[config.mk]
export PLATFORM = sky130hd
export DESIGN_NAME = vga_rect_fill
export DESIGN_NICKNAME = d
export VERILOG_FILES = /design/src/rtl/vga_rect_fill.sv
export SDC_FILE = /design/constraint.sdc
export NUM_CORES = 1
export LEC_CHECK = 0
export BUFFER_PORTS_ARGS = -buffer_cell sky130_fd_sc_hd__buf_2
export CAP_MARGIN = 20
export CORE_MARGIN = 2
export CORE_UTILIZATION = 52
export DETAILED_ROUTE_END_ITERATION = 10
export PLACE_DENSITY = 0.78
export SLEW_MARGIN = 20
export SYNTH_ARGS = -nofsm -noshare
export SYNTH_HDL_FRONTEND = slang
export SYNTH_SLANG_ARGS = --single-unit
[constraint.sdc]
create_clock -name ahb_clk -period 4.7 [get_ports ahb_clk]
set_clock_uncertainty 0.1 [all_clocks]
set_input_delay 0.705 -clock ahb_clk [delete_from_list [all_inputs] [get_ports ahb_clk]]
set_output_delay 0.705 -clock ahb_clk [all_outputs]
set_load 0.03 [all_outputs]
[src/rtl/vga_rect_fill.sv]
`default_nettype none
// ============================================================================
// Module : vga_rect_fill
// Desc   : Bus-master engine filling a clipped rectangle of a packed 8-bit
//          framebuffer with one gray level using byte-strobed word writes.
// Rev    : 1.0  initial release
// ============================================================================

module vga_rect_fill #(
    parameter int                    ADDR_WIDTH   = 32,
    parameter int                    DATA_WIDTH   = 32,
    parameter logic [ADDR_WIDTH-1:0] FB_BASE_ADDR = 32'hD0000000,
    parameter int                    IMG_WIDTH    = 64,
    parameter int                    IMG_HEIGHT   = 64
) (
    input  logic                    ahb_clk,
    input  logic                    n_rst,
    input  logic                    start,
    input  logic [7:0]              x0,
    input  logic [7:0]              y0,
    input  logic [7:0]              w,
    input  logic [7:0]              h,
    input  logic [7:0]              color,
    output logic                    busy,
    output logic                    done,
    output logic                    err,
    output logic                    m_wen,
    output logic [ADDR_WIDTH-1:0]   m_addr,
    output logic [DATA_WIDTH-1:0]   m_wdata,
    output logic [DATA_WIDTH/8-1:0] m_strobe,
    input  logic                    m_request_stall,
    input  logic                    m_error
);

    localparam int         c_LANES     = DATA_WIDTH / 8;
    localparam int         c_ROW_SHIFT = $clog2(IMG_WIDTH);
    localparam logic [8:0] c_IMG_W     = 9'(IMG_WIDTH);
    localparam logic [8:0] c_IMG_H     = 9'(IMG_HEIGHT);
    localparam logic [8:0] c_COL_MASK  = ~9'(c_LANES - 1);

    typedef enum logic [1:0] {
        S_IDLE  = 2'd0,
        S_SETUP = 2'd1,
        S_WRITE = 2'd2,
        S_DONE  = 2'd3
    } state_t;

    state_t r_state;
    state_t w_state_next;

    logic [7:0] r_x0;
    logic [7:0] r_y0;
    logic [7:0] r_w;
    logic [7:0] r_h;
    logic [7:0] r_color;
    logic [8:0] r_row;
    logic [8:0] r_col;
    logic       r_err;

    logic [8:0] w_x0_ext;
    logic [8:0] w_y0_ext;
    logic [8:0] w_xsum;
    logic [8:0] w_ysum;
    logic [8:0] w_xe;
    logic [8:0] w_ye;
    logic       w_empty;
    logic       w_beat_done;
    logic       w_last_word;

    logic [c_LANES-1:0]    w_strobe;
    logic [ADDR_WIDTH-1:0] w_pix_off;

    // Clipped inclusive right/bottom edges, 9-bit so x0+w never wraps.
    assign w_x0_ext = {1'b0, r_x0};
    assign w_y0_ext = {1'b0, r_y0};
    assign w_xsum   = w_x0_ext + {1'b0, r_w};
    assign w_ysum   = w_y0_ext + {1'b0, r_h};
    assign w_xe     = (w_xsum > c_IMG_W) ? (c_IMG_W - 9'd1) : (w_xsum - 9'd1);
    assign w_ye     = (w_ysum > c_IMG_H) ? (c_IMG_H - 9'd1) : (w_ysum - 9'd1);
    assign w_empty  = (r_w == 8'd0) || (r_h == 8'd0) ||
                      (w_x0_ext >= c_IMG_W) || (w_y0_ext >= c_IMG_H);

    assign w_beat_done = (r_state == S_WRITE) && !m_request_stall;
    assign w_last_word = (r_col + 9'(c_LANES)) > w_xe;

    always_ff @(posedge ahb_clk) begin
        if (!n_rst) begin
            r_state <= S_IDLE;
        end else begin
            r_state <= w_state_next;
        end
    end

    always_comb begin
        w_state_next = r_state;
        busy         = 1'b0;
        done         = 1'b0;
        m_wen        = 1'b0;
        case (r_state)
            S_IDLE: begin
                if (start) begin
                    w_state_next = S_SETUP;
                end
            end
            S_SETUP: begin
                busy         = 1'b1;
                w_state_next = w_empty ? S_DONE : S_WRITE;
            end
            S_WRITE: begin
                busy  = 1'b1;
                m_wen = 1'b1;
                if (w_beat_done) begin
                    if (m_error) begin
                        w_state_next = S_DONE;
                    end else if (w_last_word) begin
                        w_state_next = (r_row < w_ye) ? S_SETUP : S_DONE;
                    end
                end
            end
            S_DONE: begin
                busy         = 1'b1;
                done         = 1'b1;
                w_state_next = S_IDLE;
            end
            default: begin
                w_state_next = S_IDLE;
            end
        endcase
    end

    // Column register always holds a word-aligned pixel column.
    always_ff @(posedge ahb_clk) begin
        if (!n_rst) begin
            r_x0    <= '0;
            r_y0    <= '0;
            r_w     <= '0;
            r_h     <= '0;
            r_color <= '0;
            r_row   <= '0;
            r_col   <= '0;
            r_err   <= 1'b0;
        end else begin
            if ((r_state == S_IDLE) && start) begin
                r_x0    <= x0;
                r_y0    <= y0;
                r_w     <= w;
                r_h     <= h;
                r_color <= color;
                r_row   <= {1'b0, y0};
                r_col   <= '0;
                r_err   <= 1'b0;
            end
            if (r_state == S_SETUP) begin
                r_col <= w_x0_ext & c_COL_MASK;
            end
            if (w_beat_done) begin
                if (m_error) begin
                    r_err <= 1'b1;
                end else if (w_last_word) begin
                    r_row <= r_row + 9'd1;
                end else begin
                    r_col <= r_col + 9'(c_LANES);
                end
            end
        end
    end

    always_comb begin
        w_strobe = '0;
        for (int i = 0; i < c_LANES; i++) begin
            logic [8:0] lane_col;
            lane_col    = r_col + 9'(i);
            w_strobe[i] = (lane_col >= w_x0_ext) && (lane_col <= w_xe);
        end
    end

    // One byte per pixel, so the pixel index is also the byte offset.
    assign w_pix_off = (ADDR_WIDTH'(r_row) << c_ROW_SHIFT) + ADDR_WIDTH'(r_col);

    assign err      = r_err;
    assign m_addr   = (r_state == S_WRITE) ? (FB_BASE_ADDR + w_pix_off) : '0;
    assign m_wdata  = (r_state == S_WRITE) ? {c_LANES{r_color}} : '0;
    assign m_strobe = (r_state == S_WRITE) ? w_strobe : '0;

endmodule

`default_nettype wire

* Word-level counts from Yosys, hierarchy flattened
Cells that the tools add are included.
** Word-level totals
- Logic and storage cells :: 82
- Output and inout port bits :: 72
- Register bits after elaboration :: 61
** Cells by class
- Add/subtract/negate cells :: 11
- Magnitude comparators :: 14
- Equal/unequal tests :: 6
- Reductions and logical operators :: 15
- Mux-type cells :: 27
** Operator list (number)
- 2-to-1 mux 9 bit :: 11
- 2-to-1 mux 32 bit :: 2
- greater-or-equal comparator 9 x 8 -> 1 bit :: 4
- <= comparator 9 bit :: 4
- adder 31 x 17 -> 32 bit, first input constant :: 1
- adder 8 x 8 -> 9 bit :: 2
- adder 9 x 1 -> 9 bit, second input constant :: 2
- adder 9 x 2 -> 9 bit, second input constant :: 2
- greater-than comparator 9 x 7 -> 1 bit, second input constant :: 2
- subtractor 9 x 1 -> 9 bit, second input constant :: 2
- adder 15 x 9 -> 16 bit :: 1
- greater-or-equal comparator 8 x 7 -> 1 bit, second input constant :: 2
- logical NOT 8 bit :: 2
- 2-to-1 mux 2 bit :: 5
- adder 9 x 3 -> 9 bit, second input constant :: 1
- greater-than comparator 9 bit :: 1
- < comparator 9 bit :: 1
- one-hot mux 2 bit (4 select lines) :: 1
- 2-to-1 mux 1 bit :: 7
- logical AND 1 bit :: 6
- == test 2 bit, second input constant :: 2
- 2-to-1 mux 4 bit :: 1
- inequality test 2 bit, second input constant :: 2
- logical OR 1 bit :: 3
- 6 further kinds :: 6

* Logic depth before layout (Yosys ltp)
Gate-level depths: netlist of the first run.
- Depth in word-level cells :: 9
- Depth in mapped cells :: 19

* Least setup slack after synthesis of the first run
No wires, ideal clock.
- Path type :: register -> output
- Start point :: register r_x0[0]
- End point :: output m_strobe[1]
- Stages on the path, launching flop included :: 18
- Arrival :: 5359 ps
- Data required time :: 3895 ps
- Path slack :: -1464 ps
- Path buffers :: 0
- Cell sequence :: dfxtp_1 -> ha_1 -> fa_1 -> a211o_1 -> o21ai_0 -> a221oi_2 -> o31ai_4 -> nor2b_1 -> nand2_1 -> ha_1 -> a21o_1 -> a21o_1 -> a21oi_1 -> and2_0 -> a21oi_1 -> a31o_2 -> o31a_1 -> a2111oi_0
** Between the ends
- Word-level cells in the longest chain between the ends :: 6
- Elaborated cells on any way between the ends :: 8
- Classes of those cells :: add/sub (2); order compare (3); mux (2); reduce/logical (1)
** RTL lines
- from (decl) :: RTL line 51 : logic [7:0] r_x0;
- from (signal assigned) :: RTL line 134 : r_x0 <= '0;
- from (signal assigned) :: RTL line 144 : r_x0 <= x0;
- adder 8 x 8 -> 9 bit :: RTL line 76 : assign w_xsum = w_x0_ext + {1'b0, r_w};
- subtractor 9 x 1 -> 9 bit or greater-than comparator 9 x 7 -> 1 bit (tied branches) :: RTL line 78 : assign w_xe = (w_xsum > c_IMG_W) ? (c_IMG_W - 9'd1) : (w_xsum - 9'd1);
- 2-to-1 mux 9 bit :: RTL line 78
- <= comparator 9 bit :: RTL line 173 : w_strobe[i] = (lane_col >= w_x0_ext) && (lane_col <= w_xe);
- logical AND 1 bit * :: RTL line 173
- 2-to-1 mux 4 bit * :: RTL line 183 : assign m_strobe = (r_state == S_WRITE) ? w_strobe : '0;
- to (decl) :: RTL line 30 : output logic [DATA_WIDTH/8-1:0] m_strobe,
Mark *: on every way between the ends. The rest lies on a longest branch, timed or not.

* Worst setup path in the final report of the first run
- Start point :: register r_w[0]
- End point :: output m_strobe[3]
** Between the ends
- Word-level cells in the longest chain between the ends :: 6
- Elaborated cells on any way between the ends :: 7
- Classes of those cells :: add/sub (2); order compare (2); mux (2); reduce/logical (1)
** RTL lines
- from (decl) :: RTL line 53 : logic [7:0] r_w;
- from (signal assigned) :: RTL line 146 : r_w <= w;
- adder 8 x 8 -> 9 bit * :: RTL line 76
- subtractor 9 x 1 -> 9 bit or greater-than comparator 9 x 7 -> 1 bit (tied branches) :: RTL line 78
- 2-to-1 mux 9 bit * :: RTL line 78
- <= comparator 9 bit * :: RTL line 173
- logical AND 1 bit * :: RTL line 173
- 2-to-1 mux 4 bit * :: RTL line 183
Marked as above.

==> results of run 1 <==
-- through the flow --
stage,hold slack (ps),setup TNS [ps],utilization [%]
after floorplan,332,-227,-
after global placement,337,-372,61.5
after detailed placement,343,-805,61.5
after CTS,351,-1470,67.4
after global routing,364,-3670,67.7
final,349,-1430,67.7
-- metal layers --
layer	wire length, um	up-vias	GRT usage, %
met5	0	-	0
li1	-	3204	-
met4	672	0	10.7
met2	8810	287	48.1
met1	7990	3077	36.3
met3	1290	54	3.35
-- cell type report --
class	count	area [um^2]	share of cell area [%]
well taps	168	210	2.57
flip-flops and latches	61	1220	15.0
repair buffers	186	1240	15.2
clock buffers	9	225	2.76
clock inverters	7	104	1.27
inverters	30	113	1.38
multi-input cells	678	5050	61.9
-- cells in the final DEF (no fill, tap or decap), drive strengths merged, types with 5 or more instances in the layout --
master and n:
buf 185, nand2 132, ha 104, a21oi 78, dfxtp 61, nor2 46
inv 34, xnor2 32, o21ai 25, a21o 19, and2 19, nand3 18
xor2 17, nor3 17, nand4 13, conb 13, nor2b 12, nand2b 11
nor4 10, clkbuf 9, o21a 8, and3 8, a211oi 8, o311a 7
o31a 7, o211ai 6, o221ai 6, o311ai 5
-- worst max-delay path, cell delays in order (launching register included) --
cell       delay, ps
dfxtp_2          340
ha_4             160
fa_2             340
a211o_1          330
a2111o_1         430
o311ai_4         140
o31ai_4          150
nor2b_4          160
nand2_4          120
ha_4             220
a21o_1           150
a21o_1           180
a21oi_2          160
and2_4           170
a21oi_2           50
a31o_2           210
o31a_1           300
a2111oi_4        190
buf_4            220
-- where the power goes --
| part | switching (mW) | internal (mW) | total, mW |
|---|---|---|---|
| clock | 0.256 | 0.472 | 0.728 |
| sequential | 0.0556 | 0.571 | 0.626 |
| combinational | 1.00 | 0.774 | 1.77 |
| total | 1.31 | 1.82 | 3.13 |
-- sequential cells by signal (all words and copies together) (netlist names) --
name	cells
r_col	9
r_row	9
r_color	8
r_h	8
r_w	8
r_x0	8
r_y0	8
r_state	2
err	1
-- how the worst max path moves through the flow --
stage,slack [ps],endpoint,depth (start not counted),from
floorplan,-100,m_strobe[1],17,r_x0[0]$_SDFFE_PN0P_
global placement,-130,m_strobe[1],16,r_w[0]$_SDFFE_PN0P_
detailed placement,-230,m_strobe[1],16,r_w[0]$_SDFFE_PN0P_
CTS,-460,m_strobe[3],18,r_w[0]$_SDFFE_PN0P_
global route,-600,m_strobe[3],19,r_w[0]$_SDFFE_PN0P_
finish,-440,m_strobe[3],18,r_w[0]$_SDFFE_PN0P_
-- timing repair --
item                       CTS  global route
setup buffers               11             0
pin swaps                   27            10
setup endpoints to repair   10            21
resized for setup           48             7
cloned                       1             0
-- kinds of logic (layout without fill, tap and decap cells) --
group                      count (synthesis)  in the layout
other                                      1             13
and+or+nand+nor                          307            307
DFF                                       61             61
buffers and inverters                    110            232
adders and majority gates                107            107
xor gates and xnor gates                  49             49
AOI/OAI and AO/OA                        202            202
==> metrics.md, run 1 <==
| Metric | Value |
|---|---|
| Grt total ovfl | `0` |
| EDFF count, synth | `0` |
| IO Count | `between 100 and 150` |
| RePlAce Congestion | `0.941` |
| Placed cells | `~1100` |
| # Max-Cap Violations | `0` |
| N_diodes | `0` |
| Slew margin rel. | `30.1%` |
| Post-Synth Simple-Gate Area | `approximately 23%` |
| Final Critical Period | `between 5000 and 6000 ps` |
| Syn_area_per_cell | `7.73 um^2` |
| Unrepaired setup endpoints after global routing | `yes` |
| Port bufs | `103` |
| Clock sinks | `61` |
| Hold Path Sink | `r_color[0]$_SDFFE_PN0P_` |
| P_leak | `about 3.8 nW` |
| #FFs+latches synth | `61` |
| Most common cell in the netlist | `nand2_1` |
| Initial DRC count | `between 300 and 400` |
| Synth warnings | `0` |
| Classification of the worst setup path | `reg2out` |
| Fillcell total | `971` |
| Total Power | `3.13 mW` |
| RR Endpoint | `r_row[6]$_SDFF_PN0_` |
| Via density | `5.81` |
| Min-delay src | `r_color[0]$_SDFFE_PN0P_` |
| Origin of the critical flop-to-flop path | `r_w[0]$_SDFFE_PN0P_` |
| Mux contribution to synthesized area | `0%` |
| Initial antenna violation count | `0` |
| Final period util | `109%` |
| Post-DP Area | `between 7000 and 8000 um^2` |
| Max-slew violation count | `0` |
| Cts hold-fix bufs | `0` |
| Final WL | `18800 um` |
| Share of cells above drive strength 1 | `roughly 27%` |
| VDD IR max | `0.201 mV` |
| Top_reg_cell synth | `dfxtp_1` |
| Synth Area in XOR/XNOR | `6.64%` |
| Die height | `between 100 and 150 um` |
| Fin cells | `1139` |
| Status | `finished, violations left` |
| Via count | `6622` |
| Failing checks | `negative setup slack` |
| Die area | `13300 um^2` |
| Post-synthesis adder-cell area fraction | `roughly a fifth` |
| Drt drc | `0` |
| Power Density | `approximately 380 nW/um^2` |
| Final setup vio count | `6` |
| Finished Cell Area | `8170 um^2` |
| Horiz. Die Dim | `116 um` |
| Share of the synthesized area in the top cell type | `between 20% and 30%` |
| Post-synthesis cell type count | `72` |
| Mapped Cells | `about 840` |
| CP Launch Type | `flop` |
| Reg2Reg Setup Slack | `-60 ps` |
| Worst-Skew Late Latency | `330 ps` |
| Dpl hpwl | `approximately 14000 um` |
| CP Capture Type | `output port` |
| Reg2reg path depth | `20` |
| Core area | `12100 um^2` |
| CP required | `a little under 4000 ps` |
| Synth Area in Compound Gates | `21.5%` |
| Max Fclk | `195 MHz` |
| Pin count of the biggest net entering global routing | `56` |
| Hold crit path type | `reg2reg` |
| Hold Violations, Final | `0` |
| Initial Util | `53.6%` |
| DR WL/cell | `16.5 um` |
| Number of global-route vias before repair | `6147` |
| Site Rows | `40` |
| First-pass GRT wire length | `30100 um` |
| Post-DRT Antenna Nets | `0` |
| CTS max path bufs | `2` |
| Post-Syn Area | `6470 um^2` |
| TritonCTS buffer count | `9` |
| Sequential area share after synthesis | `18.9%` |
| Min-Delay Path Depth | `2` |
| Root Buffer | `clkbuf_16` |
| GRT Total Usage | `between 20% and 30%` |
| Final nets | `1118` |
| Max H-tree Level | `3` |
| Synth area leaders | `ha_1 20%, dfxtp_1 19%, nand2_1 7.6%` |
| Post-synth ARST share | `0%` |
| Post-synth top cells | `131 x nand2_1, 104 x ha_1, 78 x a21oi_1` |
| CTS tree | `yes` |
| First-pass iteration count of the detailed router | `6` |
| Tightest Pin Transition | `between 1000 and 1500 ps` |
| Area growth syn-to-layout | `26.3%` |
| WP data arrival | `between 4000 and 5000 ps` |
| Pre-CTS setup slack | `-234 ps` |
| Clk slew on worst S/H paths | `roughly 60 ps` |
| Synth area leader | `ha_1` |
| CP max FO | `4` |
| Main combinational cell family by area after synthesis | `simple AND/OR/NAND/NOR gates` |
| Final WS setup | `-435 ps` |
(Power assumes the default switching activity.)
==> run 2: changes to the inputs <==
--- a/config.mk
+++ b/config.mk
@@ -5,6 +5,7 @@
 export SDC_FILE = /design/constraint.sdc
 export NUM_CORES = 1
 export LEC_CHECK = 0
+export ABC_AREA = 1
 export BUFFER_PORTS_ARGS = -buffer_cell sky130_fd_sc_hd__buf_2
 export CAP_MARGIN = 20
 export CORE_MARGIN = 2
==> metrics.md, run 2 <==
| Metric | Value |
|---|---|
| Status | `finished clean (was finished, violations left)` |
| Via count | `6196 (was 6622)` |
| CP Depth | `14 (was 18)` |
| CTS tree | `yes (unchanged)` |
| Max H-tree Level | `3 (unchanged)` |
| Tightest Pin Transition | `798 ps (was 1050 ps)` |
| Core area | `12000 um^2 (was 12100 um^2)` |
| Final setup vio count | `0 (was 6)` |
| Critical Path Start | `r_x0[0]$_SDFFE_PN0P_ (was r_w[0]$_SDFFE_PN0P_)` |
| Post-synth top cells | `142 x nand2_1, 117 x nor2_1, 104 x ha_1 (was 131 x nand2_1, 104 x ha_1, 78 x a21oi_1)` |
| Worst path bufs/invs | `2 (was 1)` |
| Max Fclk | `223 MHz (was 195 MHz)` |
| Initial antenna violation count | `0 (unchanged)` |
| N_diodes | `0 (unchanged)` |
| Post-Syn Area | `6360 um^2 (was 6470 um^2)` |
| Classification of the worst setup path | `reg2out (unchanged)` |
| Unrepaired setup endpoints after global routing | `no (was yes)` |
| Final WL | `16800 um (was 18800 um)` |
| Placed cells | `1120 (was 1113)` |
| Drt drc | `0 (unchanged)` |
| Hold crit path type | `reg2reg (unchanged)` |
| Horiz. Die Dim | `115 um (was 116 um)` |
| Worst path most repeated cell | `a21oi_1` |
| Clock sinks | `61 (unchanged)` |
| P_leak | `3.84 nW (was 3.81 nW)` |
| TritonCTS buffer count | `9 (unchanged)` |
| Grt total ovfl | `0 (unchanged)` |
| Mapped Cells | `915 (was 837)` |
| Commonest non-fill, non-tap cell in the layout | `nand2_1 (unchanged)` |
| Initial DRC count | `372 (was 340)` |
| Number of global-route vias before repair | `5785 (was 6147)` |
| Die height | `115 um (was 116 um)` |
| Fin cells | `1139 (unchanged)` |
| Synth warnings | `0 (unchanged)` |
| CP Cell Sequence | `ha_2 -> fa_2 -> xnor2_2 -> nand2_1 -> nor3_1 -> a21oi_1 -> a211oi_1 -> buf_4 -> ha_1 -> nand4_1 -> nor4_2 -> nand3_1 -> a21oi_1 -> clkbuf_4 (was ha_4 -> fa_2 -> a211o_1 -> a2111o_1 -> o311ai_4 -> o31ai_4 -> nor2b_4 -> nand2_4 -> ha_4 -> a21o_1 -> a21o_1 -> a21oi_2 -> and2_4 -> a21oi_2 -> a31o_2 -> o31a_1 -> a2111oi_4 -> buf_4)` |
| EDFF count, synth | `0 (unchanged)` |
| Area growth syn-to-layout | `12.0% (was 26.3%)` |
| Syn_area_per_cell | `6.95 um^2 (was 7.73 um^2)` |
| Clk slew on worst S/H paths | `50 ps (was 60 ps)` |
| CP max FO | `5 (was 4)` |
| Top_reg_cell synth | `dfxtp_1 (unchanged)` |
| Most common cell in the netlist | `nand2_1 (unchanged)` |
| Pin count of the biggest net entering global routing | `51 (was 56)` |
| Root Buffer | `clkbuf_16 (unchanged)` |
| Min-Delay Path Depth | `2 (unchanged)` |
| Dpl hpwl | `12900 um (was 13600 um)` |
| Die area | `13100 um^2 (was 13300 um^2)` |
| Met1 usage | `34.3% (was 36.3%)` |
| Power Density | `618 nW/um^2 (was 383 nW/um^2)` |
| # Max-Cap Violations | `0 (unchanged)` |
| VDD IR max | `0.291 mV (was 0.201 mV)` |
| Post-synth ARST share | `0% (unchanged)` |
| CTS max path bufs | `2 (unchanged)` |
| Cts hold-fix bufs | `0 (unchanged)` |
| Origin of the critical flop-to-flop path | `r_x0[0]$_SDFFE_PN0P_ (was r_w[0]$_SDFFE_PN0P_)` |
| CP Launch Type | `flop (unchanged)` |
| Min-delay src | `r_color[7]$_SDFFE_PN0P_ (was r_color[0]$_SDFFE_PN0P_)` |
| WP data arrival | `3670 ps (was 4330 ps)` |
| Share of the synthesized area in the top cell type | `20.5% (was 20.1%)` |
| Share of cells above drive strength 1 | `16.0% (was 27.4%)` |
| Largest registers | `r_col x9, r_row x9 (unchanged)` |
| Max-slew violation count | `0 (unchanged)` |
| Final period util | `95.3% (was 109%)` |
| #FFs+latches synth | `61 (unchanged)` |
| Busiest grt layer | `met2 (unchanged)` |
| Pre-CTS setup slack | `206 ps (was -234 ps)` |
| Port bufs | `103 (unchanged)` |
| Crit path max-delay family | `simple AND/OR/NAND/NOR gates (was compound AO/OA/AOI/OAI gates)` |
| Synth area leader | `ha_1 (unchanged)` |
| First-pass iteration count of the detailed router | `5 (was 6)` |
| DR WL/cell | `14.7 um (was 16.5 um)` |
| CP Capture Type | `output port (unchanged)` |
| RePlAce Congestion | `0.943 (was 0.941)` |
| Initial Util | `53.2% (was 53.6%)` |
| Post-DRT Antenna Nets | `0 (unchanged)` |
| CP max stage delay | `440 ps (was 430 ps)` |
| GRT Total Usage | `26.3% (was 28.1%)` |
| Hold Violations, Final | `0 (unchanged)` |
| Sequential area share after synthesis | `19.2% (was 18.9%)` |
| Worst-Skew Late Latency | `330 ps (about the same)` |
| Post-synthesis cell type count | `51 (was 72)` |
| Via density | `5.44 (was 5.81)` |
| Final WS setup | `221 ps (was -435 ps)` |
| Reg2reg path depth | `21 (was 20)` |
| Final Critical Period | `4480 ps (was 5140 ps)` |
| CP required | `3890 ps (about the same)` |
| Slew margin rel. | `46.8% (was 30.1%)` |
| M2 GR Usage | `45.1% (was 48.1%)` |
| IO Count | `117 (unchanged)` |
| Site Rows | `40 (unchanged)` |
| Most frequent cells in the layout | `142 x nand2_1, 114 x nor2_1, 103 x ha_1 (was 125 x nand2_1, 99 x buf_2, 94 x ha_1)` |
| Met3 Use GR | `2.44% (was 3.35%)` |
| Final nets | `1140 (was 1118)` |
| Setup TNS | `0 ps (was -1430 ps)` |
| First-pass GRT wire length | `27700 um (was 30100 um)` |
| Slowest cell on the critical path | `nor3_1 (was a2111o_1)` |
| Synth area leaders | `ha_1 20%, dfxtp_1 19%, nand2_1 8.4% (was ha_1 20%, dfxtp_1 19%, nand2_1 7.6%)` |
-- run 2: cell count changes in the layout (fill, tap and decap cells not counted), moves of 11 or more --
| cell | change |
|---|---|
| nand2b_1 | -11 |
| xor2_1 | +12 |
| nand3_1 | +22 |
| a21oi_1 | +20 |
| inv_1 | +67 |
| a21o_1 | -14 |
| o21ai_0 | +39 |
| nor2_1 | +71 |
| and2_1 | -16 |
| nand2_1 | +17 |
| xnor2_1 | -26 |
| buf_4 | -67 |
-- run 2: logic make-up (layout without fill, tap and decap cells) --
logic type / count (synthesis) / in the layout / synth area share (%)
other cells: 1 / 13 / 0.0590
buf+inv: 166 / 231 / 12.4
xor+xnor: 35 / 35 / 5.11
fa+ha+maj: 107 / 107 / 21.4
flops: 61 / 61 / 19.2
mux: 4 / 4 / 0.669
compound gates: 183 / 183 / 16.0
simple gates: 358 / 358 / 25.1
-- run 2: path summary, 6_finish.rpt --
kind                             endpoint  slack (ps)
setup / recovery              m_strobe[1]         220
hold / removal    r_color[7]$_SDFFE_PN0P_         350
setup reg to reg      r_col[8]$_SDFF_PN0_         700
hold reg to reg   r_color[7]$_SDFFE_PN0P_         350
-- run 2: worst min-delay path, cell delays in order, from the launching register on --
cell and delay (ps):
dfxtp_1 290, inv_1 60, a21oi_1 50
-- run 2: per-layer routing --
metal  wire length (um)  vias to the layer above
li1                   -                     3190
met1               7610                     2790
met2               8070                      191
met3                817                       25
met4                298                        0
met5                  0                        -
-- run 2: area by class of cell --
class | count | area (um^2)
Clock buffer | 12 | 256
Clock inverter | 3 | 45.0
Fill cell | 1148 | 4840
Inverter | 102 | 383
Multi-Input combinational cell | 700 | 4430
Sequential cell | 61 | 1220
Tap cell | 147 | 184
Timing Repair Buffer | 114 | 603
-- run 2: power breakdown --
| part | internal [mW] | leakage (nW) | switching, mW |
|---|---|---|---|
| Clock | 0.436 | 0.141 | 0.230 |
| Sequential | 0.647 | 0.502 | 0.143 |
| Combinational | 1.05 | 3.19 | 1.89 |
| Total | 2.13 | 3.84 | 2.27 |
-- run 2: what timing repair did --
item / in CTS / in global routing
resized for setup: 1 / 12
endpoints found under the setup margin: 2 / 4
cloned: 0 / 0
buffers inserted: 1 / 3
hold endpoints to repair: 0 / 0
pin swaps: 0 / 4
-- run 2: metrics by stage --
stage / area, um^2 / total power, mW / utilization (%) / hold slack, ps
2_1_floorplan: 6410 / 2.96 / - / 330
3_3_place_gp: 6750 / 3.55 / 56.5 / 342
3_5_place_dp: 6750 / 3.59 / 56.5 / 346
4_1_cts: 7070 / 4.29 / 59.1 / 352
5_1_grt: 7130 / 4.82 / 59.6 / 368
6_report: 7130 / 4.40 / 59.6 / 352
==> run 3: changes to the inputs <==
--- a/config.mk
+++ b/config.mk
@@ -5,9 +5,9 @@
 export SDC_FILE = /design/constraint.sdc
 export NUM_CORES = 1
 export LEC_CHECK = 0
-export ABC_AREA = 1
 export BUFFER_PORTS_ARGS = -buffer_cell sky130_fd_sc_hd__buf_2
 export CAP_MARGIN = 20
+export CORE_ASPECT_RATIO = 0.9
 export CORE_MARGIN = 2
 export CORE_UTILIZATION = 52
 export DETAILED_ROUTE_END_ITERATION = 10
==> metrics.md, run 3 (synthesized netlist as in run 1, its figures left out) <==
| Metric | Value |
|---|---|
| # Max-Cap Violations | `0 (unchanged)` |
| Final period util | `109% (was 95.3%)` |
| Clk slew on worst S/H paths | `50 ps (about the same)` |
| CP Cell Sequence | `ha_4 -> fa_2 -> a211o_1 -> a2111o_1 -> o311ai_4 -> o31ai_4 -> nand2b_1 -> buf_4 -> nor2_1 -> buf_4 -> ha_4 -> nand2_1 -> nor4b_2 -> a21oi_1 -> a31o_2 -> o31a_1 -> a2111oi_4 -> buf_4 (was ha_2 -> fa_2 -> xnor2_2 -> nand2_1 -> nor3_1 -> a21oi_1 -> a211oi_1 -> buf_4 -> ha_1 -> nand4_1 -> nor4_2 -> nand3_1 -> a21oi_1 -> clkbuf_4)` |
| P_leak | `3.76 nW (was 3.84 nW)` |
| Root Buffer | `clkbuf_16 (unchanged)` |
| Fillcell total | `993 (was 1148)` |
| Status | `finished, violations left (was finished clean)` |
| Cts hold-fix bufs | `0 (unchanged)` |
| Clock sinks | `61 (unchanged)` |
| Horiz. Die Dim | `122 um (was 115 um)` |
| Finished Cell Area | `8090 um^2 (was 7130 um^2)` |
| Hold crit path type | `reg2reg (unchanged)` |
| Min-delay src | `r_color[3]$_SDFFE_PN0P_ (was r_color[7]$_SDFFE_PN0P_)` |
| Failing checks | `negative setup slack` |
| Die area | `13300 um^2 (was 13100 um^2)` |
| Port bufs | `103 (unchanged)` |
| Share of cells above drive strength 1 | `27.5% (was 16.0%)` |
| Number of global-route vias before repair | `6024 (was 5785)` |
| Grt total ovfl | `0 (unchanged)` |
| Post-layout util | `67.0% (was 59.6%)` |
| Classification of the worst setup path | `reg2out (unchanged)` |
| GRT Total Usage | `27.4% (was 26.3%)` |
| Final setup vio count | `6 (was 0)` |
| Final nets | `1121 (was 1140)` |
| Commonest non-fill, non-tap cell in the layout | `nand2_1 (unchanged)` |
| Slowest cell on the critical path | `a2111o_1 (was nor3_1)` |
| Worst path most repeated cell | `buf_4 (was a21oi_1)` |
| Post-DP Area | `7400 um^2 (was 6750 um^2)` |
| Max-slew violation count | `0 (unchanged)` |
| CP Capture Type | `output port (unchanged)` |
| Initial DRC count | `448 (was 372)` |
| Tightest Pin Transition | `1060 ps (was 798 ps)` |
| CP required | `3890 ps (about the same)` |
| Most frequent cells in the layout | `127 x nand2_1, 100 x buf_2, 93 x ha_1 (was 142 x nand2_1, 114 x nor2_1, 103 x ha_1)` |
| Fin cells | `1134 (was 1139)` |
| Min-Delay Path Depth | `2 (unchanged)` |
| VDD IR max | `0.196 mV (was 0.291 mV)` |
| Hold Violations, Final | `0 (unchanged)` |
| Site Rows | `38 (was 40)` |
| Power Density | `373 nW/um^2 (was 618 nW/um^2)` |
| Initial antenna violation count | `0 (unchanged)` |
| Post-DRT Antenna Nets | `0 (unchanged)` |
| Placed cells | `1106 (was 1120)` |
| Worst-Skew Late Latency | `330 ps (about the same)` |
| First-pass iteration count of the detailed router | `5 (unchanged)` |
| CP Launch Type | `flop (unchanged)` |
| Dpl hpwl | `13500 um (was 12900 um)` |
| WP data arrival | `4310 ps (was 3670 ps)` |
| Worst hold slack | `349 ps (was 352 ps)` |
| Drt drc | `0 (unchanged)` |
| RePlAce Congestion | `0.936 (was 0.943)` |
| IO Count | `117 (unchanged)` |
| Die height | `110 um (was 115 um)` |
| Reg2Reg Setup Slack | `-90 ps (was 700 ps)` |
| N_diodes | `0 (unchanged)` |
| Final Critical Period | `5120 ps (was 4480 ps)` |
| Max H-tree Level | `3 (unchanged)` |
| Final WS setup | `-416 ps (was 221 ps)` |
| DR WL/cell | `15.9 um (was 14.7 um)` |
| Pin count of the biggest net entering global routing | `56 (was 51)` |
| Final WL | `18000 um (was 16800 um)` |
| Area of the multi-input gates | `5060 um^2 (was 4430 um^2)` |
| Largest registers | `r_col x9, r_row x9 (unchanged)` |
| RR Endpoint | `r_row[6]$_SDFF_PN0_ (was r_col[8]$_SDFF_PN0_)` |
| Unrepaired setup endpoints after global routing | `yes (was no)` |
| CTS tree | `yes (unchanged)` |
| Area growth syn-to-layout | `25.1% (was 12.0%)` |
| TritonCTS buffer count | `9 (unchanged)` |
| First-pass GRT wire length | `29100 um (was 27700 um)` |
| CTS max path bufs | `2 (unchanged)` |
| Initial Util | `53.5% (was 53.2%)` |
| Core area | `12100 um^2 (was 12000 um^2)` |
| Via density | `5.69 (was 5.44)` |
| Storage element area | `1220 um^2 (about the same)` |
| Hold Path Sink | `r_color[3]$_SDFFE_PN0P_ (was r_color[7]$_SDFFE_PN0P_)` |
| Reg2reg path depth | `20 (was 21)` |
| Max Fclk | `195 MHz (was 223 MHz)` |
| Via count | `6458 (was 6196)` |
| CP max stage delay | `420 ps (was 440 ps)` |
| Setup TNS | `-1310 ps (was 0 ps)` |
| Slew margin rel. | `29.4% (was 46.8%)` |
| CP max FO | `5 (unchanged)` |
| Origin of the critical flop-to-flop path | `r_x0[0]$_SDFFE_PN0P_ (unchanged)` |
==> run 3: metal layers <==
layer | GRT usage [%] | routed length (um) | vias to the layer above | share of wire (%)
li1 | - | - | 3186 | -
met1 | 37.2 | 7990 | 2951 | 44
met2 | 45.0 | 8200 | 279 | 45
met3 | 4.67 | 1470 | 42 | 8.1
met4 | 7.55 | 378 | 0 | 2.1
met5 | 0 | 0 | - | 0
==> run 3: metrics by stage <==
step,power [mW],setup slack [ps]
2_1_floorplan,1.67,-101
3_3_place_gp,2.11,-159
3_5_place_dp,2.14,-257
4_1_cts,2.95,-483
5_1_grt,3.22,-608
6_report,3.02,-416
==> run 3: area by class of cell <==
cell class | count | share of cell area [%]
clock inverter | 6 | 0.789
tap | 160 | 2.48
inverter | 30 | 1.39
multi-input combinational | 678 | 62.6
timing repair buffer | 189 | 14.8
clock buffer | 10 | 2.83
sequential | 61 | 15.1
==> run 3: how the worst max path moves through the flow <==
stage                                     from     endpoint  slack (ps)  depth (start not counted)
after floorplan           r_x0[0]$_SDFFE_PN0P_  m_strobe[1]        -100                         17
after global placement     r_w[0]$_SDFFE_PN0P_  m_strobe[1]        -160                         16
after detailed placement   r_w[0]$_SDFFE_PN0P_  m_strobe[1]        -260                         16
after CTS                 r_x0[0]$_SDFFE_PN0P_  m_strobe[1]        -480                         19
after global routing      r_x0[0]$_SDFFE_PN0P_  m_strobe[3]        -610                         16
final                     r_x0[0]$_SDFFE_PN0P_  m_strobe[3]        -420                         18
==> run 3: critical path: cells and delay by family (launching register included) <==
family | cells | cell delay, ps
fa+ha+maj | 3 | 770
simple gates | 4 | 590
buf+inv | 3 | 520
compound gates | 8 | 1770
flops | 1 | 330
==> run 3: repair_timing <==
item / 4_1_cts / 5_1_grt
gates resized for setup: 44 / 19
setup buffers: 9 / 2
cloned: 0 / 1
setup endpoints to repair: 10 / 20
pin swaps: 25 / 9
==> run 3: report_power, final <==
| part | switching, mW | leakage [nW] | internal [mW] | total (mW) |
|---|---|---|---|---|
| registers | 0.0534 | 0.500 | 0.571 | 0.625 |
| clock network | 0.240 | 0.138 | 0.409 | 0.648 |
| logic | 0.981 | 3.12 | 0.765 | 1.75 |
| total | 1.27 | 3.76 | 1.74 | 3.02 |
